$ cat config.mk
export PLATFORM = sky130hd
export DESIGN_NAME = bfp_width_tracker
export DESIGN_NICKNAME = d
export VERILOG_FILES = /design/src/rtl/bfp_width_tracker.sv
export SDC_FILE = /design/constraint.sdc
export NUM_CORES = 1
export LEC_CHECK = 0
export CAP_MARGIN = 0
export CORE_UTILIZATION = 40
export DETAILED_ROUTE_END_ITERATION = 10
export GPL_ROUTABILITY_DRIVEN = 1
export PLACE_DENSITY = 0.65
export SYNTH_ARGS = -nofsm -noshare
export SYNTH_HDL_FRONTEND = slang
export SYNTH_SLANG_ARGS = --single-unit
$ cat constraint.sdc
create_clock -name clk -period 2.28 [get_ports clk]
set_input_delay 0.456 -clock clk [delete_from_list [all_inputs] [get_ports clk]]
set_output_delay 0.456 -clock clk [all_outputs]
set_load 0.005 [all_outputs]
$ cat src/rtl/bfp_width_tracker.sv
// Block-floating-point exponent detector: finds the widest sample in each FFT frame,
// publishes it with the matching shifter left-shift, and accumulates the block exponent.
module bfp_width_tracker #(
    parameter int FFT_DW            = 16,
    parameter int FFT_MAX_BIT_WIDTH = 5,
    parameter int EXP_W             = 8
) (
    input  logic                         clk,
    input  logic                         rst,
    input  logic                         clear,
    input  logic                         s_valid,
    input  logic                         s_last,
    input  logic [FFT_DW-1:0]            s_re,
    input  logic [FFT_DW-1:0]            s_im,
    output logic [FFT_MAX_BIT_WIDTH-1:0] width_out,
    output logic                         width_valid,
    output logic [FFT_MAX_BIT_WIDTH-1:0] shift_out,
    output logic [EXP_W-1:0]             block_exp
);

    localparam int MW = FFT_MAX_BIT_WIDTH;

    // Significant width of a two's complement value; the most negative value needs every bit.
    function automatic logic [MW-1:0] comp_width(input logic [FFT_DW-1:0] x);
        logic [FFT_DW-1:0] y;
        logic [MW-1:0]     w;
        y = x[FFT_DW-1] ? ~x : x;
        w = '0;
        for (int i = 0; i < FFT_DW; i++) begin
            if (y[i]) begin
                w = MW'(i + 1);
            end
        end
        if (x == {1'b1, {(FFT_DW-1){1'b0}}}) begin
            w = MW'(FFT_DW);
        end
        return w;
    endfunction

    function automatic logic [MW-1:0] shift_for(input logic [MW-1:0] m);
        logic [MW-1:0] s;
        if (m == '0 || m == MW'(FFT_DW - 1) || m == MW'(FFT_DW)) begin
            s = '0;
        end else begin
            s = MW'(FFT_DW - 1) - m;
        end
        return s;
    endfunction

    logic [MW-1:0]    w_re, w_im, s_width;
    logic             s1_valid, s1_last;
    logic [MW-1:0]    s1_width;
    logic [MW-1:0]    run_max, frame_max;
    logic [EXP_W:0]   exp_sum;
    logic [EXP_W-1:0] exp_sat;

    always_comb begin
        w_re      = comp_width(s_re);
        w_im      = comp_width(s_im);
        s_width   = (w_re > w_im) ? w_re : w_im;
        frame_max = (s1_width > run_max) ? s1_width : run_max;
        exp_sum   = {1'b0, block_exp} + (EXP_W + 1)'(shift_out);
        exp_sat   = exp_sum[EXP_W] ? '1 : exp_sum[EXP_W-1:0];
    end

    // Stage 1: register the per-sample width; a beat arriving with clear is dropped.
    always_ff @(posedge clk or posedge rst) begin
        if (rst) begin
            s1_valid <= 1'b0;
            s1_last  <= 1'b0;
            s1_width <= '0;
        end else if (clear) begin
            s1_valid <= 1'b0;
            s1_last  <= 1'b0;
        end else begin
            s1_valid <= s_valid;
            s1_last  <= s_valid & s_last;
            s1_width <= s_width;
        end
    end

    // Stage 2: running max restarts from zero after each last beat, so back-to-back
    // frames never mix widths and a one-beat frame reports its own width.
    always_ff @(posedge clk or posedge rst) begin
        if (rst) begin
            run_max     <= '0;
            width_out   <= '0;
            shift_out   <= '0;
            width_valid <= 1'b0;
            block_exp   <= '0;
        end else if (clear) begin
            run_max     <= '0;
            width_valid <= 1'b0;
            block_exp   <= '0;
        end else begin
            width_valid <= s1_valid & s1_last;
            if (s1_valid) begin
                if (s1_last) begin
                    width_out <= frame_max;
                    shift_out <= shift_for(frame_max);
                    run_max   <= '0;
                end else begin
                    run_max <= frame_max;
                end
            end
            if (width_valid) begin
                block_exp <= exp_sat;
            end
        end
    end

endmodule

==> summary.txt, run 1 <==
Outcome = complete, but fails checks
Failing checks = setup timing
Hold_ws = 0.482 ns
Initial DRC Count = 115
Mapped Cells = 319
Final wirelength = 8210 um
Clk_skew = 0.00668 ns
Synth cell types = 65
Post-route setup TNS = -1.83 ns
Grt ovf = 0
Sequential area share after synthesis = 29.5%
Critical path's slowest cell = a2111oi_2
I/O pin count = 56
Die H = 83.1 um
H-tree Lvls = 2
R2r setup slk = 0.16 ns
Worst hold start = width_out[2]
Post-CTS Hold Fix Bufs = 0
Commonest cells after routing, fill and taps aside = buf_4, dfrtp_1, nor2_1, nand2_1, clkdlybuf4s50_1
Rel. slew slack = 73.7%
Std-Cell Rows = 29
Reg clk slew, reported paths = 0.06 ns
Share of layout cells above drive strength 1 = 40.9%
Power Density = 535 mW/mm^2
Max VDD drop = 0.572 mV
Initial antenna violation count = 0
Hold depth = 2
GRT Util Overall = 23.0%
CP Launch Type = primary input
First-pass GRT wire length = 13200 um
CP max FO = 5
Vias/cell = 5.64
Area fraction in and, or, nand and nor cells after synthesis = 25.6%
Final total power = 2.29 mW
Synth Area in XOR/XNOR = 1.33%
Synth-to-Final Area Change = 63.1%
Min-Delay Endpoint = width_out[2]
R2R depth = 9
Critical Path RT = 2.49 ns
CTS tree = yes
Dpl hpwl = 5390 um
Post-synth EDFFs = 0
# nets final = 512
Number of buffers created by CTS = 5
Adder-cell area share of the yosys netlist = 8.86%
Post-Synthesis Cell Area = 0.00263 mm^2
Number of global-route vias before repair = 2902
Reg-to-Reg End = block_exp[7]
CP Capture Type = flop
I/O Buffers = 55
Least-Margin Pin Slew = 0.394 ns
Fillers = 506
RSZ-0062 raised after global routing = true
Achievable Freq = 0.369 GHz
Endpoints failing setup = 5
Antenna Nets Post-Route = 0
Syn avg cell area = 8.24 um^2
Largest net degree at the start of global routing = 32
Slew Limit Fails = 0
Mux cell area share after synthesis = 1.52%
Leakage = 1.86 nW
Skew-Pair Late Insertion Delay = 0.29 ns
WP data arrival = 2.92 ns
Post-route insts no fill = 534
Largest family of logic cells by synthesized area = compound AO/OA/AOI/OAI gates
Max_cap viols = 0
Core ar. = 0.00635 mm^2
Hold Violations, Final = 0
Commonest non-fill, non-tap cell in the layout = buf_4
Gpl congestion = 0.935
Die ar. = 0.00690 mm^2
Synthesized Nets = 374
Crit Path Category = in2reg
Period utilisation layout = 119%
Final setup margin = -0.434 ns
CTS max path bufs = 2
Pre-antenna DRT Iters = 4
Min-Delay Path Class = reg2reg
Worst r2r src = shift_out[0]
Yosys reg bits = 31
Antenna Cells = 0
Placed instance count = 500
Initial core utilization = 41.4%
Routed vias = 3010
DRC viols = 0
CTS sink cnt = 31
Die width = 83.1 um
CP cell instances = clkdlybuf4s15_2, a2111oi_2, a211oi_1, a211o_1, ha_4, nor2b_4, o211ai_1, buf_4, a21oi_4, or2_0, a31oi_1
Count of warnings emitted by yosys = 0
Routed len/inst = 15.4 um
Clock root buffer = clkbuf_8
Async set or reset register ratio after synthesis = 100%
Compound-gate portion of the synthesized area = 26.2%
CP max stage delay = 0.43 ns
Main synth FF type = dfrtp_1
Pre-CTS setup slack = -0.968 ns
Minimum clock period = 2.71 ns
Crit. Startpoint = s_im[4]
[critical path: cells and delay by family]
kind                       cells  cell delay [ns]
buffers and inverters          2             0.45
adders and majority gates      1             0.23
AOI/OAI and AO/OA              6             1.43
and+or+nand+nor                2             0.34
[cell type report]
type | instances | area [um^2] | share of cell area, %
clock buffers | 6 | 82.6 | 1.93
clock inverters | 1 | 5.00 | 0.117
inverters | 25 | 95.1 | 2.22
multi-input cells | 251 | 2080 | 48.5
flip-flops and latches | 31 | 776 | 18.1
well taps | 77 | 96.3 | 2.25
repair buffers | 143 | 1150 | 26.9
[how the worst max path moves through the flow]
stage / to / slack [ns] / cells after the start
2_1_floorplan: s1_width[1] / -0.35 / 13
3_3_place_gp: s1_width[1] / -0.88 / 12
3_5_place_dp: s1_width[3] / -0.97 / 14
4_1_cts: s1_width[1] / -0.25 / 13
5_1_grt: s1_width[2] / -0.51 / 11
6_report: s1_width[2] / -0.43 / 11
[power breakdown]
group          switching (mW)  internal (mW)  leakage, nW
logic                   0.519          0.592         1.40
clock network           0.211          0.237       0.0470
registers              0.0855          0.650        0.409
total                   0.815           1.48         1.86
[cell usage after synthesis, types with 5 or more instances]
master    instances  area share (%)
ha_1             17             8.1
o21ai_1           7             1.3
o21ai_0          17             3.2
buf_2             6             1.1
a22o_1            5             1.7
dfrtp_1          31              30
a21oi_1          13             2.5
nand2_1          25             3.6
nand3_1          14             2.7
nor4_1           11             2.6
a211oi_1         10             2.9
nor2b_1           9             2.1
nor2_1           25             3.6
nor3_1           11             2.1
inv_1            23             3.3
a31oi_1           5             1.2
[timing repair]
item,in CTS,in global routing
gates cloned,1,0
pin swaps,39,25
buffers inserted,22,4
setup endpoints to repair,5,7
resized for setup,119,60
[cells by family (layout without fill, tap and decap cells)]
family	Yosys count	count (layout)
AOI/OAI and AO/OA	97	98
xor gates and xnor gates	4	4
adders and majority gates	18	18
buffers and inverters	38	175
DFF	31	31
muxes	4	4
and+or+nand+nor	127	127
[flip-flops by register name, indices dropped and copies added (netlist names)]
signal and flops:
block_exp 8, run_max 5, s1_width 5, shift_out 5, width_out 5, s1_last 1, s1_valid 1, width_valid 1
[per-layer routing]
layer  routed length, um  track usage [%]  up-vias
met5                   0                0        -
met4                 189             8.78        0
met3                 320             3.58       22
met2                4250             41.4      100
met1                3440             27.4     1409
li1                    -                -     1479
[stage by stage]
step	cell area, um^2	utilization, %
finish	4290	67.5
global route	4290	67.5
CTS	4140	65.1
detailed placement	3650	57.5
global placement	3650	57.5
floorplan	2640	-
Note: power is estimated with default switching activity, not from simulation.
==> inputs of run 2 (changes only) <==
- GPL_TIMING_DRIVEN: unset -> 0
==> summary.txt, run 2 (synthesis results as in run 1) <==
Commonest non-fill, non-tap cell in the layout = dfrtp_1
Antenna Nets Post-Route = 0
Max VDD drop = 0.505 mV
Power Density = 581 mW/mm^2
# nets final = 448
Most common cell on crit path = nor2_1
Reg-to-Reg End = run_max[2]
Fillers = 563
DRC viols = 0
R2R depth = 9
Post-CTS Hold Fix Bufs = 0
Number of buffers created by CTS = 5
Post-route insts no fill = 470
Period utilisation layout = 113%
Clock root buffer = clkbuf_8
CP max FO = 5
Gpl congestion = 0.842
Initial DRC Count = 93
Final total power = 2.14 mW
Minimum clock period = 2.57 ns
Routed len/inst = 15.1 um
Grt ovf = 0
Outcome = complete, but fails checks
Achievable Freq = 0.389 GHz
CP Launch Type = primary input
Commonest cells after routing, fill and taps aside = dfrtp_1, nand2_1, nor2_1, clkdlybuf4s50_1, inv_1
I/O pin count = 56
Dpl hpwl = 4830 um
H-tree Lvls = 2
I/O Buffers = 49
Crit Path Category = in2reg
Pre-antenna DRT Iters = 4
GRT Util Overall = 20.7%
CTS max path bufs = 2
Number of global-route vias before repair = 2673
Hold depth = 2
Max_cap viols = 0
Slew Limit Fails = 0
Endpoints failing setup = 5
Routed vias = 2741
Crit. Startpoint = s_im[15]
Biggest register = block_exp
Share of layout cells above drive strength 1 = 26.2%
CP cell instances = buf_8, buf_8, or2_4, o31ai_4, o41ai_2, o32a_1, nor2_1, nor2_1, ha_2, nand3_4, o22ai_4, a21oi_2, buf_4, nor2_1, o21ai_1, a31oi_1
Core ar. = 0.00635 mm^2
Die H = 83.1 um
Largest net degree at the start of global routing = 32
Worst hold start = width_out[1]
Max FFs per register = 8
Vias/cell = 5.83
Hold_ws = 0.478 ns
Hold Violations, Final = 0
Reg clk slew, reported paths = 0.06 ns
Final wirelength = 7090 um
Clk_skew = 0.00593 ns
Die width = 83.1 um
Pre-CTS setup slack = -1.14 ns
Final setup margin = -0.290 ns
Die ar. = 0.00690 mm^2
First-pass GRT wire length = 11800 um
Antenna Cells = 0
Worst r2r src = run_max[1]
Placed instance count = 445
Std-Cell Rows = 29
CTS tree = yes
RSZ-0062 raised after global routing = true
Initial antenna violation count = 0
R2r setup slk = 0.16 ns
CTS sink cnt = 31
CP Capture Type = flop
Post-route setup TNS = -1.31 ns
Initial core utilization = 41.4%
Min-Delay Endpoint = width_out[1]
Min-Delay Path Class = reg2reg
Rel. slew slack = 23.1%
Critical Path RT = 2.49 ns
Skew-Pair Late Insertion Delay = 0.28 ns
Synth-to-Final Area Change = 40.0%
Leakage = 1.53 nW
Failing checks = setup timing
Critical path's slowest cell = o32a_1
Least-Margin Pin Slew = 1.15 ns
WP data arrival = 2.78 ns
CP max stage delay = 0.34 ns
[run 2: critical path, delay by kind of cell]
| family | cells | cell delay (ns) |
|---|---|---|
| fa+ha+maj | 1 | 0.33 |
| simple gates | 5 | 0.54 |
| compound gates | 7 | 1.06 |
| buf+inv | 3 | 0.38 |
[run 2: final cells by class]
| type | count | area (um^2) | area share, % |
|---|---|---|---|
| inverters | 25 | 95.1 | 2.58 |
| clock buffers | 6 | 82.6 | 2.24 |
| repair buffers | 66 | 551 | 15.0 |
| flip-flops and latches | 31 | 776 | 21.1 |
| clock inverters | 1 | 5.00 | 0.136 |
| multi-input cells | 251 | 1960 | 53.3 |
| well taps | 77 | 96.3 | 2.62 |
| plain buffers | 13 | 111 | 3.03 |
[run 2: timing repair]
item                                   CTS  global route
gates resized for setup                 78            55
gates cloned                             1             0
buffers inserted                        15             2
setup endpoints to repair                5            18
pin swaps                               28            16
endpoints found under the hold margin    0             0
[run 2: through the flow]
step                area (um^2)  util (%)
detailed placement         3230      50.8
finish                     3680      58.0
floorplan                  2640         -
CTS                        3570      56.3
global placement           3230      50.8
global route               3680      58.0
[run 2: power by group]
| group | switching [mW] | total, mW | leakage, nW | internal, mW |
|---|---|---|---|---|
| logic | 0.461 | 0.952 | 1.07 | 0.491 |
| clock network | 0.199 | 0.435 | 0.0470 | 0.236 |
| registers | 0.100 | 0.751 | 0.409 | 0.651 |
[run 2: layer usage]
layer  up-vias  part of all wire, %  GRT usage, %
met2        80                   52          36.6
met4         0                  2.0          8.31
met1      1301                   43          24.6
li1       1345                    -             -
met3        15                  3.7          3.78
met5         -                    0             0
[run 2: worst max-delay path by stage]
stage                              to
after floorplan           s1_width[1]
after global routing      s1_width[3]
after CTS                 s1_width[1]
after detailed placement  s1_width[3]
after global placement    s1_width[3]
final                     s1_width[0]
==> inputs of run 3 (changes only) <==
- PLACE_DENSITY: 0.65 -> unset
- PLACE_DENSITY_LB_ADDON: unset -> 0.08
==> summary.txt, run 3 (synthesis results as in run 1) <==
Clk_skew = 0.00441 ns
Achievable Freq = 0.386 GHz
Antenna Nets Post-Route = 0
Clock root buffer = clkbuf_8
Reg clk slew, reported paths = 0.07 ns
Final Instance Area = 0.00368 mm^2
Minimum clock period = 2.59 ns
Max FFs per register = 8
Reg-to-Reg End = block_exp[7]
Initial antenna violation count = 0
R2R depth = 9
Routed vias = 2651
First-pass GRT wire length = 11500 um
Commonest cells after routing, fill and taps aside = dfrtp_1, nand2_1, nor2_1, clkdlybuf4s50_1, inv_1
Endpoints failing setup = 5
Die ar. = 0.00690 mm^2
CP Capture Type = flop
Critical Path RT = 2.45 ns
Final wirelength = 6850 um
CTS tree = yes
Biggest register = block_exp
Commonest non-fill, non-tap cell in the layout = dfrtp_1
Worst r2r src = shift_out[0]
Post-route setup TNS = -1.22 ns
CP max FO = 7
Failing checks = setup timing
Vias/cell = 5.62
GRT Util Overall = 19.9%
Hold depth = 2
Crit Path Category = in2reg
I/O Buffers = 49
Min-Delay Endpoint = width_out[0]
Rel. slew slack = 54.9%
Synth-to-Final Area Change = 40.0%
Least-Margin Pin Slew = 0.676 ns
Grt ovf = 0
CP Launch Type = primary input
RSZ-0062 raised after global routing = true
Power Density = 603 mW/mm^2
Number of global-route vias before repair = 2432
Worst hold start = width_out[0]
R2r setup slk = 0.18 ns
Initial core utilization = 41.4%
Std-Cell Rows = 29
Area occupied by multi-input gates = 0.00192 mm^2
Routed len/inst = 14.5 um
Hold Violations, Final = 0
Die width = 83.1 um
WP data arrival = 2.75 ns
Number of buffers created by CTS = 5
H-tree Lvls = 2
Largest net degree at the start of global routing = 32
Crit. Startpoint = s_im[15]
Antenna Cells = 0
CTS max path bufs = 2
Fillers = 595
Leakage = 1.54 nW
Gpl congestion = 0.856
Dpl hpwl = 4760 um
Final setup margin = -0.307 ns
Slew Limit Fails = 0
Seq. cell area = 776 um^2
Skew-Pair Late Insertion Delay = 0.28 ns
Max_cap viols = 0
Pre-antenna DRT Iters = 4
Placed cell areas = 0.00323 mm^2
CTS sink cnt = 31
I/O pin count = 56
# nets final = 449
Period utilisation layout = 113%
Max VDD drop = 0.516 mV
Die H = 83.1 um
Min-Delay Path Class = reg2reg
Initial DRC Count = 64
Outcome = complete, but fails checks
Share of layout cells above drive strength 1 = 26.3%
Core ar. = 0.00635 mm^2
DRC viols = 0
## run 3: how the worst max path moves through the flow
| stage | to | slack (ns) | cells after the start |
|---|---|---|---|
| floorplan | s1_width[1] | -0.35 | 13 |
| global placement | s1_width[3] | -1.09 | 15 |
| detailed placement | s1_width[3] | -1.14 | 15 |
| CTS | s1_width[1] | -0.32 | 15 |
| global route | s1_width[1] | -0.47 | 16 |
| finish | s1_width[1] | -0.31 | 15 |
## run 3: timing repair
action | in CTS | in global routing
hold buffers | 0 | 0
cloned | 1 | 0
setup buffers | 14 | 3
gates resized for setup | 70 | 62
pin swaps | 29 | 24
setup endpoints to repair | 5 | 12
## run 3: per-layer routing
metal	up-vias	routed length, um	track usage (%)
li1	1351	-	-
met1	1235	3170	26.3
met2	59	3390	34.1
met3	6	205	2.39
met4	0	87	5.64
met5	-	0	0
## run 3: worst max-delay path, cell delays in order
cell,delay [ns]
buf_8,0.10
buf_8,0.12
or2_4,0.24
o31ai_4,0.18
o41ai_2,0.10
o32a_1,0.32
nor2_1,0.10
nor2_1,0.05
ha_2,0.18
nor2b_4,0.10
o211ai_1,0.13
a21oi_2,0.22
buf_6,0.14
nor3_2,0.04
a211o_1,0.26
## run 3: final cells by class
cell class / instances / area share, %
inverters: 25 / 2.59
well taps: 77 / 2.62
flip-flops and latches: 31 / 21.1
multi-input cells: 251 / 52.3
clock inverters: 3 / 1.19
plain buffers: 13 / 2.96
repair buffers: 67 / 15.4
clock buffers: 5 / 1.87
## run 3: where the power goes
group / switching (mW) / internal (mW)
registers: 0.101 / 0.650
logic: 0.448 / 0.480
clock network: 0.214 / 0.325
total: 0.763 / 1.45
## run 3: metrics by stage
| stage | setup slack [ns] | utilization (%) | hold slack (ns) | cells | power (mW) |
|---|---|---|---|---|---|
| after floorplan | -0.350 | - | 0.473 | 319 | 1.23 |
| after global routing | -0.469 | 57.9 | 0.508 | 472 | 2.39 |
| after global placement | -1.09 | 50.8 | 0.462 | 445 | 1.55 |
| after CTS | -0.320 | 55.9 | 0.489 | 468 | 2.17 |
| after detailed placement | -1.14 | 50.8 | 0.472 | 445 | 1.56 |
| final | -0.307 | 57.9 | 0.480 | 472 | 2.22 |
